`config.mk`:
```
export PLATFORM = sky130hd
export DESIGN_NAME = fetch_unit_flat
export DESIGN_NICKNAME = d
export VERILOG_FILES = /design/src/rtl/pipeline_pkg.sv /design/src/rtl/fetch_unit_if.sv /design/src/rtl/fetch_unit_if_id_register.sv /design/src/rtl/fetch_unit.sv /design/src/flat_wrapper.sv
export SDC_FILE = /design/constraint.sdc
export NUM_CORES = 1
export LEC_CHECK = 0
export CORE_UTILIZATION = 45
export DETAILED_ROUTE_END_ITERATION = 16
export PLACE_DENSITY = 0.79
export SLEW_MARGIN = 10
export SYNTH_ARGS = -nofsm -noshare
export SYNTH_HDL_FRONTEND = slang
export SYNTH_SLANG_ARGS = --single-unit
export TNS_END_PERCENT = 30
```
`constraint.sdc`:
```
create_clock -name clk_i -period 2.6 [get_ports clk_i]
set_input_delay 0.39 -clock clk_i [delete_from_list [all_inputs] [get_ports clk_i]]
set_output_delay 0.39 -clock clk_i [all_outputs]
set_load 0.1 [all_outputs]
```
`src/rtl/pipeline_pkg.sv`:
```
// Shared pipeline types and constants for the instruction-fetch stage.
package pipeline_pkg;

  localparam int unsigned XLEN = 32;
  localparam logic [XLEN-1:0] NOP_INSTR = 32'h0000_0013;

  typedef enum logic [1:0] {
    BOOT  = 2'd0,
    FETCH = 2'd1,
    HOLD  = 2'd2
  } fetch_state_e;

  // IF/ID pipeline register payload.
  typedef struct packed {
    logic [XLEN-1:0] pc;
    logic [XLEN-1:0] instr;
    logic            valid;
  } if_id_t;

  function automatic logic [XLEN-1:0] word_align(input logic [XLEN-1:0] a);
    return a & ~XLEN'(3);
  endfunction

endpackage

```
`src/rtl/fetch_unit_if.sv`:
```
// Instruction-memory handshake and IF/ID delivery bundle of the fetch stage.
interface fetch_unit_if;

  logic                         imem_req_o;
  logic [pipeline_pkg::XLEN-1:0] imem_addr_o;
  logic                         imem_ack_i;
  logic [pipeline_pkg::XLEN-1:0] imem_rdata_i;
  logic [pipeline_pkg::XLEN-1:0] IF_ID_pc_o;
  logic [pipeline_pkg::XLEN-1:0] IF_ID_instr_o;
  logic                         IF_ID_valid_o;

  modport master (
    output imem_req_o, imem_addr_o, IF_ID_pc_o, IF_ID_instr_o, IF_ID_valid_o,
    input  imem_ack_i, imem_rdata_i
  );

  modport slave (
    input  imem_req_o, imem_addr_o, IF_ID_pc_o, IF_ID_instr_o, IF_ID_valid_o,
    output imem_ack_i, imem_rdata_i
  );

endinterface

```
`src/rtl/fetch_unit_if_id_register.sv`:
```
// IF/ID pipeline register: write-enabled load, flush dominant, resets to a bubble.
module if_id_register
  import pipeline_pkg::*;
#(
  parameter logic [XLEN-1:0] BUBBLE_INSTR = 32'h0000_0013
) (
  input  logic   clk_i,
  input  logic   rst_i,
  input  logic   we,
  input  logic   flush,
  input  if_id_t d,
  output if_id_t q
);

  always_ff @(posedge clk_i) begin
    if (rst_i || flush) begin
      q <= '{pc: '0, instr: BUBBLE_INSTR, valid: 1'b0};
    end else if (we) begin
      q <= d;
    end
  end

endmodule

```
`src/rtl/fetch_unit.sv`:
```
// Instruction-fetch stage: owns the PC, the imem request/ack handshake and the IF/ID register.
// Optional build macro FETCH_PERF_EN adds fetch and stall counters.
module fetch_unit #(
  parameter logic [31:0] RESET_PC  = 32'h0000_0000,
  parameter logic [31:0] NOP_INSTR = 32'h0000_0013
) (
  input  logic                          clk_i,
  input  logic                          rst_i,
  input  logic                          PCWrite_i,
  input  logic                          IF_ID_Write_i,
  input  logic                          Flush_i,
  input  logic [pipeline_pkg::XLEN-1:0] branch_target_i,
  fetch_unit_if.master                  bus
`ifdef FETCH_PERF_EN
  ,
  output logic [31:0]                   fetch_cnt_o,
  output logic [31:0]                   stall_cnt_o
`endif
);

  import pipeline_pkg::*;

  localparam logic [XLEN-1:0] BOOT_PC = RESET_PC & ~XLEN'(3);

  fetch_state_e    state_q;
  logic [XLEN-1:0] pc_q;
  logic [XLEN-1:0] req_addr_q;
  logic [XLEN-1:0] hold_buf_q;
  logic            req_q;
  logic            discard_q;
  logic            buf_valid_q;

  logic            ack_c;
  logic            advance_c;
  logic            deliver_c;
  logic            bubble_c;
  logic [XLEN-1:0] target_c;
  logic [XLEN-1:0] pc_inc_c;
  if_id_t          if_id_d_c;
  if_id_t          if_id_q;

  // An ack only counts against a request we are actually presenting.
  assign ack_c     = bus.imem_ack_i && req_q;
  assign advance_c = PCWrite_i && IF_ID_Write_i && !Flush_i;
  assign target_c  = word_align(branch_target_i);
  assign pc_inc_c  = pc_q + XLEN'(4);

  // IF/ID write decision: deliver a real instruction, insert a bubble, or hold.
  always_comb begin
    deliver_c = 1'b0;
    if_id_d_c = '{pc: req_addr_q, instr: bus.imem_rdata_i, valid: 1'b1};
    case (state_q)
      FETCH: deliver_c = advance_c && ack_c && !discard_q;
      HOLD: begin
        deliver_c = advance_c && buf_valid_q;
        if_id_d_c = '{pc: pc_q, instr: hold_buf_q, valid: 1'b1};
      end
      default: deliver_c = 1'b0;
    endcase
    bubble_c = (state_q != BOOT) && (Flush_i || (IF_ID_Write_i && !deliver_c));
  end

  // Fetch FSM with registered request outputs.
  always_ff @(posedge clk_i) begin
    if (rst_i) begin
      state_q     <= BOOT;
      pc_q        <= BOOT_PC;
      req_addr_q  <= BOOT_PC;
      hold_buf_q  <= NOP_INSTR;
      req_q       <= 1'b0;
      discard_q   <= 1'b0;
      buf_valid_q <= 1'b0;
    end else begin
      case (state_q)
        BOOT: begin
          state_q    <= FETCH;
          req_q      <= 1'b1;
          req_addr_q <= pc_q;
        end
        FETCH: begin
          if (Flush_i) begin
            pc_q <= target_c;
            // Memory cannot cancel: an unacked request finishes at the old address.
            if (ack_c) begin
              req_addr_q <= target_c;
              discard_q  <= 1'b0;
            end else begin
              discard_q  <= 1'b1;
            end
          end else if (ack_c) begin
            if (discard_q) begin
              discard_q  <= 1'b0;
              req_addr_q <= pc_q;
            end else if (PCWrite_i && IF_ID_Write_i) begin
              pc_q       <= pc_inc_c;
              req_addr_q <= pc_inc_c;
            end else begin
              hold_buf_q  <= bus.imem_rdata_i;
              buf_valid_q <= 1'b1;
              req_q       <= 1'b0;
              state_q     <= HOLD;
            end
          end
        end
        HOLD: begin
          if (Flush_i) begin
            pc_q        <= target_c;
            req_addr_q  <= target_c;
            buf_valid_q <= 1'b0;
            req_q       <= 1'b1;
            state_q     <= FETCH;
          end else if (deliver_c) begin
            pc_q        <= pc_inc_c;
            req_addr_q  <= pc_inc_c;
            buf_valid_q <= 1'b0;
            req_q       <= 1'b1;
            state_q     <= FETCH;
          end
        end
        default: begin
          state_q <= BOOT;
          req_q   <= 1'b0;
        end
      endcase
    end
  end

  if_id_register #(
    .BUBBLE_INSTR(NOP_INSTR)
  ) u_if_id (
    .clk_i (clk_i),
    .rst_i (rst_i),
    .we    (deliver_c),
    .flush (bubble_c),
    .d     (if_id_d_c),
    .q     (if_id_q)
  );

  assign bus.imem_req_o    = req_q;
  assign bus.imem_addr_o   = req_addr_q;
  assign bus.IF_ID_pc_o    = if_id_q.pc;
  assign bus.IF_ID_instr_o = if_id_q.instr;
  assign bus.IF_ID_valid_o = if_id_q.valid;

`ifdef FETCH_PERF_EN
  // Counts delivered instructions and stalled cycles outside BOOT; both wrap.
  always_ff @(posedge clk_i) begin
    if (rst_i) begin
      fetch_cnt_o <= '0;
      stall_cnt_o <= '0;
    end else begin
      if (deliver_c) begin
        fetch_cnt_o <= fetch_cnt_o + 32'd1;
      end
      if ((state_q != BOOT) && !(PCWrite_i && IF_ID_Write_i)) begin
        stall_cnt_o <= stall_cnt_o + 32'd1;
      end
    end
  end
`endif

endmodule

```
`src/flat_wrapper.sv`:
```
// flat-port wrapper written by rule: the top's interface ports become plain ports
module fetch_unit_flat import pipeline_pkg::*;
#(
  parameter logic [31:0] RESET_PC  = 32'h0000_0000,
  parameter logic [31:0] NOP_INSTR = 32'h0000_0013
)
  (clk_i, rst_i, PCWrite_i, IF_ID_Write_i, Flush_i, branch_target_i, bus_imem_req_o, bus_imem_addr_o, bus_IF_ID_pc_o, bus_IF_ID_instr_o, bus_IF_ID_valid_o, bus_imem_ack_i, bus_imem_rdata_i);
  fetch_unit_if bus_i ();
  input  logic clk_i;
  input  logic rst_i;
  input  logic PCWrite_i;
  input  logic IF_ID_Write_i;
  input  logic Flush_i;
  input  logic [pipeline_pkg::XLEN-1:0] branch_target_i;
  output wire logic [$bits(bus_i.imem_req_o)-1:0] bus_imem_req_o;
  output wire logic [$bits(bus_i.imem_addr_o)-1:0] bus_imem_addr_o;
  output wire logic [$bits(bus_i.IF_ID_pc_o)-1:0] bus_IF_ID_pc_o;
  output wire logic [$bits(bus_i.IF_ID_instr_o)-1:0] bus_IF_ID_instr_o;
  output wire logic [$bits(bus_i.IF_ID_valid_o)-1:0] bus_IF_ID_valid_o;
  input wire logic [$bits(bus_i.imem_ack_i)-1:0] bus_imem_ack_i;
  input wire logic [$bits(bus_i.imem_rdata_i)-1:0] bus_imem_rdata_i;
  assign bus_imem_req_o = bus_i.imem_req_o;
  assign bus_imem_addr_o = bus_i.imem_addr_o;
  assign bus_IF_ID_pc_o = bus_i.IF_ID_pc_o;
  assign bus_IF_ID_instr_o = bus_i.IF_ID_instr_o;
  assign bus_IF_ID_valid_o = bus_i.IF_ID_valid_o;
  assign bus_i.imem_ack_i = bus_imem_ack_i;
  assign bus_i.imem_rdata_i = bus_imem_rdata_i;
  fetch_unit #(.RESET_PC(RESET_PC), .NOP_INSTR(NOP_INSTR)) u_core (.clk_i(clk_i), .rst_i(rst_i), .PCWrite_i(PCWrite_i), .IF_ID_Write_i(IF_ID_Write_i), .Flush_i(Flush_i), .branch_target_i(branch_target_i), .bus(bus_i));
endmodule
```
* Word level (Yosys, flattened, before mapping)
Index checks and enable logic that the tools add are counted.
Widths: inputs -> output; s select.
** Operators by class
- Add/sub/neg operators :: 1
- Eq/ne operators :: 11
- Muxes and demuxes :: 38
- Bitwise logic cells :: 3
- Reductions and logical operators :: 24
** Operator list (number)
- $mux 32 :: 10
- $pmux 32 s3 :: 1
- $mux 65 :: 1
- $pmux 32 s2 :: 1
- $add 32x3->32 const B :: 1
- $mux 1 :: 15
- $reduce_and 5->1 :: 3
- $mux 2 :: 6
- $ne 3x2->1 const B :: 3
- $logic_and 1x1->1 :: 8
- $ne 2x2->1 const B :: 3
- $pmux 2 s3 :: 1
- $reduce_and 6->1 :: 1
- $reduce_bool 2->1 :: 3
- $ne 4x2->1 const B :: 1
- $pmux 1 s2 :: 2
- $reduce_and 4->1 :: 1
- $logic_not 1->1 :: 3
- $ne 3x3->1 const B :: 1
- $not 1->1 :: 3
- $pmux 1 s3 :: 1
- $reduce_bool 3->1 :: 1
- $eq 2x1->1 const B :: 1
- $eq 2x2->1 const B :: 1
- 4 further kinds :: 5
** Word-level totals
- Register bits :: 166
- Input port bits :: 70
- Output and inout bits :: 98
- Word-level logic and storage cells :: 87

* Longest topological paths before layout
Gate-level depths: netlist (run 1).
- Depth after elaboration :: 10
- Depth in mapped cells :: 11
- Gate-level depth less buffers :: 8

* Modules after synthesis
Synthesis (run 1) repeated with hierarchy kept, for this count alone.
** Second synthesis, totals
- Cells, all modules :: 1117
- Area total of the unflattened synthesis :: 9097.5 um^2
** Modules (own cells, without submodules)
- fetch_unit :: instances 1, cells an instance 906, area each 6785.3 um^2
- if_id_register :: instances 1, cells an instance 211, area each 2312.2 um^2

* Worst setup path before layout (run 1)
Ideal clock, no wire load.
- Path type :: register to register
- Start :: register u_core.req_q, in the netlist u_core.bus.imem_req_o
- End :: register u_core.u_if_id.q[35] (netlist bit)
- Data arrival time :: 2.546 ns
- Required time :: 2.514 ns
- Slack :: -0.031 ns
- Cell stages (with the launch flop) :: 9
- Path buffers :: 3
- Clock period less this slack :: 2.631 ns
- Cell sequence :: dfxtp_1 and4b_1 o21a_1 and2_1 buf_2 clkbuf_1 buf_1 nor2_1 a211oi_1
** On the way
- Cells in the longest elaborated chain, start to end :: 9
** RTL lines
- start, declared :: RTL line fetch_unit.sv:29 : logic req_q;
- start signal, assigned :: RTL line fetch_unit.sv:70 : req_q <= 1'b0;
- start signal, assigned :: RTL line fetch_unit.sv:77 : req_q <= 1'b1;
- start signal, assigned :: RTL line fetch_unit.sv:100 : req_q <= 1'b0;
- $logic_and 1x1->1 * :: RTL line fetch_unit.sv:43 : assign ack_c = bus.imem_ack_i && req_q;
- $logic_and 1x1->1 * (2 in series) :: RTL line fetch_unit.sv:53 : FETCH: deliver_c = advance_c && ack_c && !discard_q;
- $pmux 1 s2 * :: RTL line fetch_unit.sv:52 : case (state_q)
- $logic_not 1->1 :: RTL line fetch_unit.sv:60 : bubble_c = (state_q != BOOT) && (Flush_i || (IF_ID_Write_i && !deliver_c));
- $logic_and 1x1->1 :: RTL line fetch_unit.sv:60
- $logic_or 1x1->1 :: RTL line fetch_unit.sv:60
- $logic_and 1x1->1 :: RTL line fetch_unit.sv:60
- $logic_or 1x1->1 :: RTL line fetch_unit_if_id_register.sv:16 : if (rst_i || flush) begin
- end signal, assigned :: RTL line fetch_unit_if_id_register.sv:17 : q <= '{pc: '0, instr: BUBBLE_INSTR, valid: 1'b0};
- end, declared :: RTL line fetch_unit_if_id_register.sv:12 : output if_id_t q
Mark *: on every way between the ends. The rest lies on a longest branch, timed or not.
A chain may end at the register's enable or synchronous reset.

* Worst setup path in the final report (run 1)
- Start :: register u_core.state_q[1]
- End :: register u_core.u_if_id.q[50] (netlist bit)
** On the way
- Cells in the longest elaborated chain, start to end :: 7
- Elaborated cells between the ends (all ways) :: 10
- Classes of those cells :: eq/ne: 2; mux: 2; reduce/logical: 6
** RTL lines
- start, declared :: RTL line fetch_unit.sv:25 : fetch_state_e state_q;
- start signal, assigned :: RTL line fetch_unit.sv:66 : state_q <= BOOT;
- start signal, assigned :: RTL line fetch_unit.sv:76 : state_q <= FETCH;
- start signal, assigned :: RTL line fetch_unit.sv:101 : state_q <= HOLD;
- $eq 2x2->1 / $eq 2x1->1 (equally long branches) :: RTL line fetch_unit.sv:52
- $pmux 1 s2 :: RTL line fetch_unit.sv:52
- $logic_not 1->1 :: RTL line fetch_unit.sv:60
- $logic_and 1x1->1 :: RTL line fetch_unit.sv:60
- $logic_or 1x1->1 :: RTL line fetch_unit.sv:60
- $logic_and 1x1->1 :: RTL line fetch_unit.sv:60
- $logic_or 1x1->1 :: RTL line fetch_unit_if_id_register.sv:16
Parallel ways exist; a longest one is shown, timed or not.

==> key figures, run 1 <==
Run status
  • Status: complete, no violations

Drt
  • Wire per inst: 18.5 um
  • Initial DRT Pass Iterations: 6
  • Routed vias: 9521
  • Post-detailed-routing wire length: 29.3 mm
  • # DRC: 0
  • Via density: 6.01
  • DR iter-0 viols: 1048
  • Antenna Violating Nets Remaining: 0

Final layout
  • Area Overhead vs Synth: 28.0%
  • Layout cells sized above 1: 18.2%
  • Fillcell total: 1780
  • Nets@finish: 1382
  • Antenna cell count: 0

Global routing
  • GR Util All Layers: 28.1%
  • Initial antenna violation count: 0
  • Vias in the first global route: 8599
  • Largest net degree at the start of global routing: 78
  • GR Overflow Total: 0
  • First-pass GRT wire length: 45.3 mm

Clocking
  • Worst-path clk slew: 0.08 ns
  • Cts hold-fix bufs: 0
  • CTS max path bufs: 2
  • H-tree levels: 4
  • Post-CTS setup buffers: 0
  • CTS tree: yes
  • Resized cells post-CTS: 0
  • CTS Buf Count: 17
  • Clock Tree Root: clkbuf_16
  • # clock sinks: 166
  • Skew-Pair Late Insertion Delay: 0.43 ns

Die
  • FP Rows: 51
  • Full die area: 0.0208 mm2
  • Core box area: 0.0197 mm2
  • Top-Level Pins: 168
  • Chip Width: 144 um
  • Initial Utilization: 46.4%
  • Chip height: 144 um

Timing
  • Max Freq: 409 MHz
  • Fin. Hold Viols: 0
  • Worst slew margin: 59.7%
  • Fin crit share: 94.1%
  • Post-layout minimum cycle time: 2.45 ns
  • RSZ-0062 raised after global routing: false
  • Final setup vio count: 0
  • Final setup TNS: 0 ns
  • Worst-margin pin slew: 0.599 ns
  • Max Slew Vio Count: 0
  • Final clock skew: 0.0121 ns

Synthesis
  • Area contributors post-synth: dfxtp_1 36%, mux2i_1 7.6%, nand2_1 6.5%
  • Post-Syn Nets: 1239
  • Syn avg cell area: 7.84 um2
  • Synth area leader: dfxtp_1
  • Synth top area share: 36.4%
  • Yosys warnings: 0
  • Async SR Flop Fraction: 0%
  • Sequential share of the synthesized area: 36.4%
  • EDFF count, synth: 0
  • #FFs+latches synth: 166
  • Post-synthesis cell count: 1164
  • Top_reg_cell synth: dfxtp_1
  • Post-synthesis cell type count: 70
  • Post-synth design cell area: 0.00912 mm2

Power
  • Comb pwr share: 51.3%
  • Sequential power share: 27.7%
  • Clk network pwr share: 20.9%
  • Lkg Pwr: 0.00415 uW
  • Pwr Density: 1020 mW/mm2
  • Worst VDD drop: 1.12 mV
  • P_sw: 5920 uW
  • Switching portion of total power: 49.4%
  • Pint: 6050 uW
  • Total power: 12000 uW

Placement
  • GPL Wtd Cong: 0.967
  • Port Buffer Count: 165
  • Post-DP HPWL: 20.3 mm

Critical path
  • Setup CP Type: flop to flop
  • Crit. End Element: flop
  • CP arrival: 2.75 ns
  • Worst Setup Start Kind: flop
  • Max FO, Critical Path: 21
  • CP required: 2.90 ns

Flow run
  • Maxcap violations: 0

Worst hold path
  • Min-Delay Path Class: input pin to flop
[area by class of cell]
class | instances | area, um2 | area share (%)
tap | 265 | 332 | 2.84
sequential | 166 | 3330 | 28.5
multi-input combinational | 867 | 5330 | 45.6
clock buffer | 17 | 425 | 3.64
inverter | 11 | 41.3 | 0.353
timing repair buffer | 244 | 2070 | 17.7
clock inverter | 15 | 163 | 1.39
[layer usage]
metal  vias up  GRT usage, %  share of wire [%]
li1       4533             -                  -
met1      4469          36.4                 42
met2       447          44.7                 46
met3        72          4.87                8.1
met4         0          14.4                4.1
met5         -             0                  0
[cells by family after synthesis]
kind of cell             count (synthesis)  share of synthesized area (%)
AND/OR/NAND/NOR                        419                           21.5
AO/OA/AOI/OAI                          358                           26.5
flip-flops                             166                           36.4
buffers and inverters                  131                           5.75
multiplexers                            71                           7.82
XOR/XNOR                                14                           1.34
adder cells (fa/ha/maj)                  5                          0.686
[final timing paths]
path	to	cells past startpoint	start	slack, ns
min	u_core.hold_buf_q[1]	3	rst_i	0.40
max	u_core.u_if_id.q[50]	9	u_core.state_q[1]	0.15
max reg2reg	u_core.u_if_id.q[50]	9	u_core.state_q[1]	0.15
min reg2reg	u_core.hold_buf_q[20]	2	u_core.hold_buf_q[20]	0.46
[Yosys cell counts (3+ instances only)]
master,instances
a311oi_1,8
o21ai_0,66
nor2b_1,10
a21o_1,4
inv_1,11
and4_1,4
a21oi_1,79
buf_2,13
nand2_1,158
buf_1,9
o41ai_1,7
a22o_1,12
xnor2_1,8
a22oi_1,16
nor2_1,143
or3_1,4
dfxtp_1,166
o311ai_0,4
ha_1,5
o21a_1,4
a221oi_1,13
nor4_1,13
a211o_1,4
o211ai_1,11
and2_1,8
o211a_1,3
a31oi_1,8
o32ai_1,3
o31ai_1,24
or4_1,5
a211oi_1,66
buf_4,4
nor3_1,10
mux2i_1,69
nand3_1,23
nand2b_1,9
and3_1,4
clkbuf_1,93
a32oi_1,9
nand4_1,11
xor2_1,6
[registers in the layout, indices dropped and copies added (netlist names)]
signal / count
u_core.bus.imem_addr_o: 32
u_core.buf_valid_q: 1
u_core.pc_q: 32
u_core.hold_buf_q: 32
u_core.discard_q: 1
u_core.u_if_id.q: 65
u_core.state_q: 2
u_core.bus.imem_req_o: 1
[cells in the final DEF, fill, tap and decap left out, drive strengths merged, types with 5 or more instances in the layout]
cell type and n:
a211oi 66, a21oi 80, a221oi 13, a22o 12, a22oi 16, a311oi 8, a31oi 8, a32oi 9
and2 8, buf 179, clkbuf 17, clkdlybuf4s50 65, clkinv 7, dfxtp 166, ha 5, inv 17
mux2i 69, nand2 158, nand2b 9, nand3 25, nand4 14, nor2 143, nor2b 10, nor3 12
nor4 15, o211ai 11, o21ai 67, o311ai 5, o31ai 24, o41ai 7, or4 7, xnor2 8
xor2 6
[power groups by stage]
stage	combinational (uW)	clock, uW	sequential, uW
final	6140	2510	3320
after floorplan	2660	0	4830
after global routing	6460	2650	3370
after global placement	5980	0	3350
after CTS	6060	2530	3310
after detailed placement	6020	0	3360
[per-stage QoR]
| stage | worst slack [ns] | hold slack, ns | util [%] | instance area, um2 | cells |
|---|---|---|---|---|---|
| finish | 0.154 | 0.401 | 59.4 | 11700 | 1585 |
| global route | 0.0426 | 0.401 | 59.4 | 11700 | 1585 |
| CTS | 0.0767 | 0.390 | 59.4 | 11700 | 1585 |
| detailed placement | 0.0931 | 0.449 | 56.4 | 11100 | 1553 |
| global placement | 0.0972 | 0.441 | 56.4 | 11100 | 1553 |
| floorplan | 0.286 | 0.436 | - | 9130 | 1164 |
[worst max-delay path, stage by stage (launching register included)]
cell and delay [ns]:
dfxtp_1 0.41, inv_1 0.09, ha_1 0.30, and4b_1 0.24, o21a_1 0.22, nand2_1 0.11, a21oi_1 0.10, o21ai_4 0.41
buf_4 0.34, a211oi_1 0.08
Note: power is estimated with default switching activity, not from simulation.
==> run 2: changes to the inputs <==
--- a/config.mk
+++ b/config.mk
@@ -5,9 +5,10 @@
 export SDC_FILE = /design/constraint.sdc
 export NUM_CORES = 1
 export LEC_CHECK = 0
+export ABC_AREA = 1
 export CORE_UTILIZATION = 45
 export DETAILED_ROUTE_END_ITERATION = 16
-export PLACE_DENSITY = 0.79
+export PLACE_DENSITY = 0.8
 export SLEW_MARGIN = 10
 export SYNTH_ARGS = -nofsm -noshare
 export SYNTH_HDL_FRONTEND = slang
==> key figures, run 2 <==
Run status
  • Status: complete, no violations

Power
  • Sequential power share: 29.7% (+2.0 points)
  • Clk network pwr share: 24.5% (+3.6 points)
  • Pwr Density: 980 mW/mm2 (-4.4%)
  • Worst VDD drop: 0.622 mV (-44%)
  • Lkg Pwr: 0.00477 uW (+15%)
  • P_sw: 5150 uW (-13%)
  • Switching portion of total power: 47.4% (-2.1 points)
  • Comb pwr share: 45.8% (-5.5 points)
  • Pint: 5720 uW (-5.5%)

Global routing
  • GR Overflow Total: 0 (unchanged)
  • Initial antenna violation count: 0 (unchanged)
  • First-pass GRT wire length: 44.3 mm (-2.2%)
  • Largest net degree at the start of global routing: 87 (+12%)
  • Vias in the first global route: 8929 (+3.8%)
  • GR Util All Layers: 27.5% (-0.61 points)

Synthesis
  • Synth top cells by count: 532 x nand2_1, 166 x dfxtp_1, 124 x nor2_1, 108 x a21oi_1, 105 x o21ai_0
  • Syn avg cell area: 6.27 um2 (-20%)
  • #FFs+latches synth: 166 (unchanged)
  • Post-synthesis cell type count: 37 (-47%)
  • Top_reg_cell synth: dfxtp_1
  • Yosys warnings: 0 (unchanged)
  • Area contributors post-synth: dfxtp_1 38%, nand2_1 23%, a21oi_1 6.1%
  • Post-synthesis cell count: 1407 (+21%)
  • EDFF count, synth: 0 (unchanged)
  • Async SR Flop Fraction: 0% (unchanged)
  • Most frequent cell after synthesis: nand2_1
  • Post-Syn Nets: 1482 (+20%)
  • Post-synth design cell area: 0.00882 mm2 (-3.3%)
  • Synth area leader: dfxtp_1
  • Synth top area share: 37.7% (+1.3 points)
  • Sequential share of the synthesized area: 37.7% (+1.3 points)

Die
  • Top-Level Pins: 168 (unchanged)
  • Chip Width: 142 um (-1.7%)
  • Chip height: 142 um (-1.7%)
  • FP Rows: 50 (-2.0%)
  • Full die area: 0.0202 mm2 (-3.3%)
  • Initial Utilization: 46.5% (+0.099 points)
  • Core box area: 0.0190 mm2 (-3.6%)

Final layout
  • Final core utilization: 58.5% (-0.89 points)
  • Max reg flops: 65 (unchanged)
  • Layout cells sized above 1: 11.2% (-7.0 points)
  • Antenna cell count: 0 (unchanged)
  • Most flop-heavy register: u_core.u_if_id.q
  • Nets@finish: 1602 (+16%)
  • FF+latch area: 0.00332 mm2 (about the same)
  • Area Overhead vs Synth: 25.8%
  • Fillcell total: 1807 (+1.5%)
  • Commonest non-fill, non-tap cell in the layout: nand2_1
  • Commonest non-fill, non-tap cells in the layout: 531 x nand2_1, 166 x dfxtp_1, 124 x nor2_1
  • Area occupied by multi-input gates: 0.00482 mm2 (-9.4%)

Placement
  • Port Buffer Count: 165 (unchanged)
  • Post-DP HPWL: 18.3 mm (-9.9%)
  • GPL Wtd Cong: 0.926 (-4.2%)
  • Pre-CTS setup slack: 0.153 ns (+0.0602 ns)

Drt
  • Post-detailed-routing wire length: 27.1 mm (-7.4%)
  • DR iter-0 viols: 987 (-5.8%)
  • Initial DRT Pass Iterations: 5 (-1)
  • Wire per inst: 15.1 um (-18%)
  • Via density: 5.36 (-11%)
  • Antenna Violating Nets Remaining: 0 (unchanged)
  • # DRC: 0 (unchanged)
  • Routed vias: 9653 (+1.4%)

Clocking
  • Skew-Pair Late Insertion Delay: 0.44 ns (about the same)
  • H-tree levels: 4 (unchanged)
  • CTS Buf Count: 17 (unchanged)
  • # clock sinks: 166 (unchanged)
  • Clock Tree Root: clkbuf_16
  • Resized cells post-CTS: 0 (unchanged)
  • Cts hold-fix bufs: 0 (unchanged)
  • Worst-path clk slew: 0.08 ns (about the same)
  • CTS max path bufs: 2 (unchanged)
  • Post-CTS setup buffers: 0 (unchanged)
  • CTS tree: yes

Worst hold path
  • Min-Delay Path Class: flop to flop

Timing
  • Post-layout minimum cycle time: 2.26 ns (-0.183 ns)
  • Fin. Hold Viols: 0 (unchanged)
  • RSZ-0062 raised after global routing: false
  • Fin Hold WS: 0.461 ns (+0.0603 ns)
  • Final setup vio count: 0 (unchanged)
  • Worst slew margin: 52.4% (-7.2 points)
  • Max Slew Vio Count: 0 (unchanged)
  • Worst-margin pin slew: 0.713 ns (+0.114 ns)
  • Fin crit share: 87.0% (-7.0 points)
  • Final setup TNS: 0 ns (unchanged)
  • Max Freq: 442 MHz (+8.1%)
  • Final clock skew: 0.0112 ns (-0.000914 ns)
  • Worst Slack Setup Final: 0.337 ns (+0.183 ns)

Critical path
  • Crit. End Element: flop
  • RR Startpoint: u_core.pc_q[2]
  • Worst Setup Start Kind: flop
  • Setup CP Type: flop to flop
  • RR Endpoint: u_core.bus.imem_addr_o[22]
  • CP arrival: 2.59 ns (-0.16 ns)
  • Crit. Startpoint: u_core.pc_q[2]
  • R2R cell count: 14 (+5)
  • Worst setup path endpoint: u_core.bus.imem_addr_o[22]
  • Max FO, Critical Path: 8 (-62%)
  • Reg-to-reg slack, setup: 0.34 ns (+0.18 ns)
  • CP required: 2.93 ns (+0.03 ns)

Flow run
  • Maxcap violations: 0 (unchanged)
run 2: changes by cell type in the layout (fill, tap and decap cells not counted), moves of 24 or more:
cell and delta:
buf_4 -51, o21ai_0 +40, mux2i_1 -66, nand3_1 +71, inv_1 +64, o31ai_1 -24, a211oi_1 -50, nand2_1 +373
a21oi_1 +29
run 2: cell families after synthesis:
family / count (synthesis) / synth area share, %
AOI/OAI and AO/OA: 279 / 17.6
xor gates and xnor gates: 15 / 1.49
adders and majority gates: 5 / 0.709
buffers and inverters: 174 / 7.75
DFF: 166 / 37.7
muxes: 3 / 0.341
and+or+nand+nor: 765 / 34.4
run 2: stage by stage:
| step | std cells | area (um2) | total power [uW] |
|---|---|---|---|
| 6_report | 1800 | 11100 | 10900 |
| 4_1_cts | 1800 | 11100 | 10800 |
| 2_1_floorplan | 1407 | 8820 | 6850 |
| 3_3_place_gp | 1768 | 10500 | 8090 |
| 5_1_grt | 1800 | 11100 | 11500 |
| 3_5_place_dp | 1768 | 10500 | 8180 |
run 2: worst max-delay path: stages, from the launching register on:
cell	delay, ns
dfxtp_1	0.46
ha_1	0.26
nand2_1	0.07
nor2_1	0.14
nand2_1	0.15
nor2_1	0.42
nand2_1	0.13
nand2_1	0.09
nand2_1	0.07
nand2_1	0.06
nand2_1	0.06
nand2_1	0.05
nand2_1	0.08
nand2_1	0.06
nand2_1	0.04
run 2: area by class of cell:
cell class / instances / area share (%)
multi-input cells: 1067 / 43.5
clock inverters: 15 / 1.88
well taps: 260 / 2.93
repair buffers: 193 / 15.1
clock buffers: 17 / 3.83
flip-flops and latches: 166 / 29.9
inverters: 82 / 2.80
run 2: worst min path at each step:
stage,startpoint,end,slack [ns],cells after the start
4_1_cts,u_core.u_if_id.q[15],u_core.u_if_id.q[15],0.47,2
2_1_floorplan,u_core.hold_buf_q[0],u_core.hold_buf_q[0],0.44,2
6_report,u_core.u_if_id.q[15],u_core.u_if_id.q[15],0.46,2
5_1_grt,u_core.u_if_id.q[42],u_core.u_if_id.q[42],0.48,2
3_3_place_gp,u_core.u_if_id.q[3],u_core.u_if_id.q[3],0.45,2
3_5_place_dp,u_core.u_if_id.q[15],u_core.u_if_id.q[15],0.45,2
run 2: power by group through the flow:
| stage | clock (uW) | combinational [uW] | sequential, uW |
|---|---|---|---|
| floorplan | 0 | 2720 | 4130 |
| global placement | 0 | 4840 | 3260 |
| detailed placement | 0 | 4910 | 3270 |
| CTS | 2710 | 4930 | 3210 |
| global route | 2790 | 5450 | 3270 |
| finish | 2670 | 4980 | 3230 |
run 2: per-layer routing:
metal  share of wire [%]  up-vias  track usage (%)  routed length [um]
li1                    -     4805                -                   -
met1                  43     4368             36.6               11700
met2                  46      423             43.6               12400
met3                 8.4       57             5.38                2290
met4                 2.7        0             11.2                 741
met5                   0        -                0                   0
